## config.mk

```make
export PLATFORM = sky130hd
export DESIGN_NAME = barrel_shifter_pipe
export DESIGN_NICKNAME = d
export VERILOG_FILES = /design/src/rtl/barrel_shifter_pipe.sv
export SDC_FILE = /design/constraint.sdc
export NUM_CORES = 1
export LEC_CHECK = 0
export CORE_MARGIN = 1.5
export CORE_UTILIZATION = 48
export CTS_CLUSTER_DIAMETER = 40
export CTS_CLUSTER_SIZE = 30
export DETAILED_ROUTE_END_ITERATION = 16
export PLACE_DENSITY = 0.82
export SYNTH_ARGS = -nofsm -noshare
export SYNTH_HDL_FRONTEND = slang
export SYNTH_SLANG_ARGS = --single-unit
```

## constraint.sdc

```tcl
create_clock -name in_clk -period 1.1 [get_ports in_clk]
set_input_delay 0.165 -clock in_clk [delete_from_list [all_inputs] [get_ports in_clk]]
set_output_delay 0.165 -clock in_clk [all_outputs]
set_load 0.02 [all_outputs]
```

## src/rtl/barrel_shifter_pipe.sv

```systemverilog
// -----------------------------------------------------------------------------
// barrel_shifter_pipe
//
// Pipelined barrel shifter with four shift modes (rotate-left, logical-left,
// logical-right, arithmetic-right) and a carry output holding the last bit
// shifted out.
//
// The shifter is built from SW = log2(WIDTH) mux levels. Level i shifts by
// 2^i when bit i of the shift amount is set. REG_EVERY consecutive levels
// form one pipeline stage, so the latency is LAT = ceil(SW / REG_EVERY).
// Each stage register carries data, shift amount, mode, valid and the
// running carry.
//
// A single global enable drives every stage. The pipe advances whenever the
// output register is empty or being consumed. Bubbles travel through the
// pipe and are never squeezed out.
//
// Ports
//   in_clk    clock, rising edge
//   in_rst    asynchronous active-high reset
//   in_valid  operand valid
//   ou_ready  shifter accepts an operand this cycle (equals the enable)
//   in_a      operand, WIDTH bits
//   in_s      shift amount, SW bits
//   in_m      mode: 00 ROL, 01 LSL, 10 LSR, 11 ASR
//   ou_valid  result valid
//   in_ready  downstream accepts the result
//   ou_z      shifted result, WIDTH bits
//   ou_c      carry: last bit shifted out (0 when the shift amount is 0)
// -----------------------------------------------------------------------------
module barrel_shifter_pipe #(
  parameter  int WIDTH     = 8,
  parameter  int REG_EVERY = 1,
  localparam int SW        = $clog2(WIDTH)
) (
  input  logic             in_clk,
  input  logic             in_rst,
  input  logic             in_valid,
  output logic             ou_ready,
  input  logic [WIDTH-1:0] in_a,
  input  logic [SW-1:0]    in_s,
  input  logic [1:0]       in_m,
  output logic             ou_valid,
  input  logic             in_ready,
  output logic [WIDTH-1:0] ou_z,
  output logic             ou_c
);

  localparam int LAT = (SW + REG_EVERY - 1) / REG_EVERY;

  localparam logic [1:0] MODE_ROL = 2'b00;
  localparam logic [1:0] MODE_LSL = 2'b01;
  localparam logic [1:0] MODE_LSR = 2'b10;
  localparam logic [1:0] MODE_ASR = 2'b11;

  // One mux level: shift d by 2^lvl in mode m. The returned carry is the
  // last bit that crosses the word edge; for ROL this is the bit landing
  // in position 0. Returns {carry, data}.
  function automatic logic [WIDTH:0] level_step(
    input logic [WIDTH-1:0] d,
    input logic             c,
    input logic [1:0]       m,
    input int               lvl
  );
    int               amt;
    logic [WIDTH-1:0] hi_t;
    logic [WIDTH-1:0] lo_t;
    logic [WIDTH-1:0] r_d;
    logic             r_c;
    amt  = 1 << lvl;
    // Bit WIDTH-amt (leaves on a left shift) and bit amt-1 (leaves on a
    // right shift) moved to position 0.
    hi_t = d >> (WIDTH - amt);
    lo_t = d >> (amt - 1);
    case (m)
      MODE_ROL: begin
        r_d = (d << amt) | (d >> (WIDTH - amt));
        r_c = hi_t[0];
      end
      MODE_LSL: begin
        r_d = d << amt;
        r_c = hi_t[0];
      end
      MODE_LSR: begin
        r_d = d >> amt;
        r_c = lo_t[0];
      end
      MODE_ASR: begin
        r_d = $unsigned($signed(d) >>> amt);
        r_c = lo_t[0];
      end
      default: begin
        r_d = d;
        r_c = c;
      end
    endcase
    return {r_c, r_d};
  endfunction

  logic [WIDTH-1:0] data_r     [LAT];
  logic [SW-1:0]    amt_r      [LAT];
  logic [1:0]       mode_r     [LAT];
  logic             valid_r    [LAT];
  logic             carry_r    [LAT];
  logic [WIDTH-1:0] data_nxt_s [LAT];
  logic             carry_nxt_s[LAT];
  logic             en_s;

  assign en_s     = ~valid_r[LAT-1] | in_ready;
  assign ou_ready = en_s;
  assign ou_valid = valid_r[LAT-1];
  assign ou_z     = data_r[LAT-1];
  assign ou_c     = carry_r[LAT-1];

  // Per-stage mux levels: stage j applies levels j*REG_EVERY upward to its input.
  always_comb begin
    logic [WIDTH-1:0] work_d;
    logic             work_c;
    logic [SW-1:0]    work_s;
    logic [1:0]       work_m;
    logic [SW-1:0]    bits;
    logic [WIDTH:0]   step;
    logic             take;
    work_d = '0;
    work_c = 1'b0;
    work_s = '0;
    work_m = 2'b00;
    bits   = '0;
    step   = '0;
    take   = 1'b0;
    for (int j = 0; j < LAT; j++) begin
      if (j == 0) begin
        work_d = in_a;
        work_c = 1'b0;
        work_s = in_s;
        work_m = in_m;
      end else begin
        work_d = data_r[(j > 0) ? j - 1 : 0];
        work_c = carry_r[(j > 0) ? j - 1 : 0];
        work_s = amt_r[(j > 0) ? j - 1 : 0];
        work_m = mode_r[(j > 0) ? j - 1 : 0];
      end
      for (int l = 0; l < SW; l++) begin
        bits   = work_s >> l;
        step   = level_step(work_d, work_c, work_m, l);
        // A level belongs to exactly one stage; levels whose amount bit is
        // clear pass data and carry through untouched.
        take   = ((l / REG_EVERY) == j) && bits[0];
        work_d = take ? step[WIDTH-1:0] : work_d;
        work_c = take ? step[WIDTH]     : work_c;
      end
      data_nxt_s[j]  = work_d;
      carry_nxt_s[j] = work_c;
    end
  end

  // Stage registers: cleared by reset, all advance together on the enable.
  always_ff @(posedge in_clk or posedge in_rst) begin
    if (in_rst) begin
      for (int j = 0; j < LAT; j++) begin
        data_r[j]  <= '0;
        amt_r[j]   <= '0;
        mode_r[j]  <= 2'b00;
        valid_r[j] <= 1'b0;
        carry_r[j] <= 1'b0;
      end
    end else if (en_s) begin
      for (int j = 0; j < LAT; j++) begin
        data_r[j]  <= data_nxt_s[j];
        carry_r[j] <= carry_nxt_s[j];
        if (j == 0) begin
          valid_r[j] <= in_valid;
          amt_r[j]   <= in_s;
          mode_r[j]  <= in_m;
        end else begin
          valid_r[j] <= valid_r[(j > 0) ? j - 1 : 0];
          amt_r[j]   <= amt_r[(j > 0) ? j - 1 : 0];
          mode_r[j]  <= mode_r[(j > 0) ? j - 1 : 0];
        end
      end
    end
  end

endmodule
```

==> qor_table.md <==
| Metric | Value | Unit |
|:---|:---|:---|
| Result of the run | finished, violations left | - |
| Violations in the final reports | negative setup slack | - |
| Highest net fanout along the worst path | 2 | - |
| Worst path cell trace | nor2b_4 -> inv_2 -> buf_6 | - |
| Critical Path AT | 1.06 | ns |
| Largest cells by area after synthesis | sky130_fd_sc_hd__dfrtp_1 (48%), sky130_fd_sc_hd__mux2i_1 (6.7%), sky130_fd_sc_hd__nand2_1 (6.6%), sky130_fd_sc_hd__a211oi_1 (5.0%), sky130_fd_sc_hd__a21o_1 (4.6%) | - |
| Gate count of the mapped netlist | 212 | - |
| Slack of the worst reg-to-reg path | -0.10 | ns |
| Slowest library cell on the worst path | sky130_fd_sc_hd__dfrtp_1 | - |
| Worst reg-to-reg path cell count | 4 | - |
| CTS sink count | 37 | - |
| Worst-Skew Late Latency | 0.29 | ns |
| Via Count | 1603 | - |
| Largest family of logic cells by synthesized area | compound AO/OA/AOI/OAI gates | - |
| Final setup skew | 0.00594 | ns |
| Final Critical Period | 1.22 | ns |
| # port buffers | 27 | - |
| Register bit count reported by yosys | 37 | - |
| Largest net degree at the start of global routing | 38 | - |
| Final hold violations | 0 | - |
| Fraction of post-synthesis cell area in the top cell type by area | 0.478 | - |
| Worst max-slew margin expressed relative to the limit | 0.685 | - |
| Transition at the pin with the smallest max-transition slack | 0.473 | ns |
| Starting Density | 0.514 | - |
| Final Wtd Congestion | 0.779 | - |
| Post-layout instance area | 0.00253 | mm^2 |
| Compound-Gate Fraction of Synth Area | 0.199 | - |
| Number of vias per cell after detailed routing | 5.42 | - |
| Leak | 1.19 | nW |
| Layout-stage area growth over the synthesis result | 30.5 | % |
| Setup violators final | 29 | - |
| Number of antenna cells inserted | 0 | - |
| Number of CTS-inserted buffers | 5 | - |
| Final net count | 264 | - |
| Proportion of layout cells with a drive suffix above 1 | 0.250 | - |
| Yosys top cell by area | sky130_fd_sc_hd__dfrtp_1 | - |
| Initial antenna violation count | 0 | - |
| Post-route fraction of the period consumed by the critical path | 1.11 | - |
| Detailed-router iteration count before antenna repair | 4 | - |
| Overall power | 5.73 | mW |
| Global route total overflow | 0 | - |
| Worst flop-to-flop path startpoint | mode_r[5] | - |
| Fraction of the mapped netlist area in adder cells | 0 | - |
| Endpoint required time on the critical path | 0.94 | ns |
| Area of the multi-input gates | 942 | um^2 |
| Clk slew on worst S/H paths | 0.07 | ns |
| Global routing usage summed across all routing layers | 0.196 | - |
| Detail Placement HPWL | 2.66 | mm |
| Die height | 66.5 | um |
| Yosys warnings | 0 | - |
| TNS Setup | -1.55 | ns |
| Simple-gate portion of the synthesized area | 0.171 | - |
| Clock tree from TritonCTS | yes | - |
| Peak VDD IR | 0.972 | mV |
| Buffers from clock root to sink, at most | 2 | - |
| Sequential cell area | 927 | um^2 |
| Vias in the first global route | 1453 | - |
| Number of pins with negative max-slew slack in the final report | 0 | - |
| Number of filler cells placed in the layout | 307 | - |
| Clock root cell | sky130_fd_sc_hd__clkbuf_8 | - |
| Kind of cell adding the most delay to the critical path | flip-flops | - |
| Unrepaired setup endpoints after global routing | true | - |
| Tightest hold margin | 0.220 | ns |
| Total nets after synthesis | 229 | - |
| Die Outline Area | 0.00443 | mm^2 |
| Core area | 0.00377 | mm^2 |
| Die width | 66.5 | um |
| DRT antenna net count | 0 | - |
| Mean area per synthesized cell | 9.14 | um^2 |
| Routed wire per std cell | 13.7 | um |
| DR DRC count | 0 | - |
| Critical Path Start Type | register | - |
| Terminus of the critical flop-to-flop path | data_r[9] | - |
| HP Class | in2async | - |
| Sequential-to-total area share from yosys stat | 0.478 | - |
| Final wirelength | 4.05 | mm |
| First-pass GRT wire length | 6.49 | mm |
| H-tree levels | 2 | - |
| Synth Area in XOR/XNOR | 0 | - |
| Smallest setup slack after layout | -0.122 | ns |
| Total placed instance area | 0.00234 | mm^2 |
| Total I/O pin count | 28 | - |
| Highest Clock Rate | 819 | MHz |
| Initial DRC count | 83 | - |
| Post-synthesis mux area share | 0.0671 | - |
| Critical Setup Path Class | reg2out | - |
| Endpoint type of the worst setup path | output port | - |
| Synthesized area | 0.00194 | mm^2 |
| Number of distinct library cell variants in the gate-level netlist after synthesis | 24 | - |
| Critical path buffers and inverters | 2 | - |
| PD cells | 2270 | mW/mm^2 |
| Max-cap violation count | 0 | - |
| Maximum single-stage delay on the critical path | 0.36 | ns |
| Hold-fix buffers, CTS | 0 | - |
| Standard-cell row count | 22 | - |
==> worst max path at each step <==
| stage | from | endpoint | cells after the start |
|---|---|---|---|
| final | ou_valid | ou_ready | 3 |
| after global routing | ou_valid | ou_ready | 3 |
| after CTS | ou_valid | ou_ready | 3 |
| after detailed placement | in_ready | ou_ready | 4 |
| after global placement | in_ready | ou_ready | 4 |
| after floorplan | ou_valid | ou_z[0] | 5 |
==> what timing repair did <==
| action | CTS | global route |
|---|---|---|
| buffers inserted | 1 | 5 |
| resized for setup | 44 | 26 |
| gates cloned | 0 | 1 |
| setup endpoints to repair | 45 | 44 |
| pin swaps | 0 | 2 |
==> logic make-up after synthesis <==
family          Yosys count
compound gates           59
buf+inv                  29
simple gates             74
mux                      13
flops                    37
==> cell type report <==
cell class                      count  area share
Multi-Input combinational cell    146       0.372
Clock buffer                        8      0.0317
Tap cell                           48      0.0237
Timing Repair Buffer               52       0.198
Inverter                            5     0.00742
Sequential cell                    37       0.366
==> state kept, by name, summed over array words and instances (netlist names) <==
signal    cells
data_r       16
amt_r         3
carry_r       2
ou_valid      1
mode_r        4
ou_c          1
valid_r       2
ou_z          8
==> Yosys cell counts, drive strengths merged <==
cell,n
dfrtp,37
nand2,34
o21ai,22
buf,21
nor2,18
a211oi,13
mux2i,13
a21o,12
nand2b,11
and3,6
inv,5
a31oi,4
o211ai,4
clkbuf,3
a221oi,2
nand3,2
nor2b,2
a311oi,1
nor3b,1
o31ai,1
==> placed cells by master (no fill, tap or decap), drive strengths merged <==
cell | Yosys | routed
clkdlybuf4s50 | 0 | 16
nor3b | 1 | 1
a311oi | 1 | 1
nor2b | 2 | 2
o31ai | 1 | 1
nor2 | 18 | 18
mux2i | 13 | 13
nand3 | 2 | 2
and3 | 6 | 6
clkbuf | 3 | 9
a221oi | 2 | 2
a21o | 12 | 12
buf | 21 | 35
dfrtp | 37 | 37
a211oi | 13 | 13
o21ai | 22 | 22
a31oi | 4 | 4
inv | 5 | 5
nand2 | 34 | 34
o211ai | 4 | 4
nand2b | 11 | 11
==> tightest hold or removal path, cell delays in order <==
cell and delay, ns:
sky130_fd_sc_hd__clkdlybuf4s50_1 0.40, sky130_fd_sc_hd__inv_1 0.09, sky130_fd_sc_hd__buf_12 0.22
==> per-stage QoR <==
stage	util	setup slack, ns	cells
after floorplan	-	-0.0863	212
after global placement	0.620	-0.429	281
after detailed placement	0.620	-0.437	281
after CTS	0.646	-0.101	290
after global routing	0.671	-0.162	296
final	0.671	-0.122	296
==> where the power goes <==
group | leakage, nW | total, mW | switching, mW | internal (mW)
registers | 0.441 | 2.42 | 0.523 | 1.90
logic | 0.709 | 2.42 | 1.19 | 1.22
clock network | 0.0395 | 0.895 | 0.446 | 0.450
total | 1.19 | 5.73 | 2.16 | 3.57
==> layer usage <==
layer | up-vias | part of all wire | track usage
met2 | 39 | 0.49 | 0.326
li1 | 794 | - | -
met5 | - | 0 | 0
met3 | 8 | 0.048 | 0.0507
met1 | 762 | 0.44 | 0.242
met4 | 0 | 0.021 | 0.0765
Power figures use the tool's default switching activity.
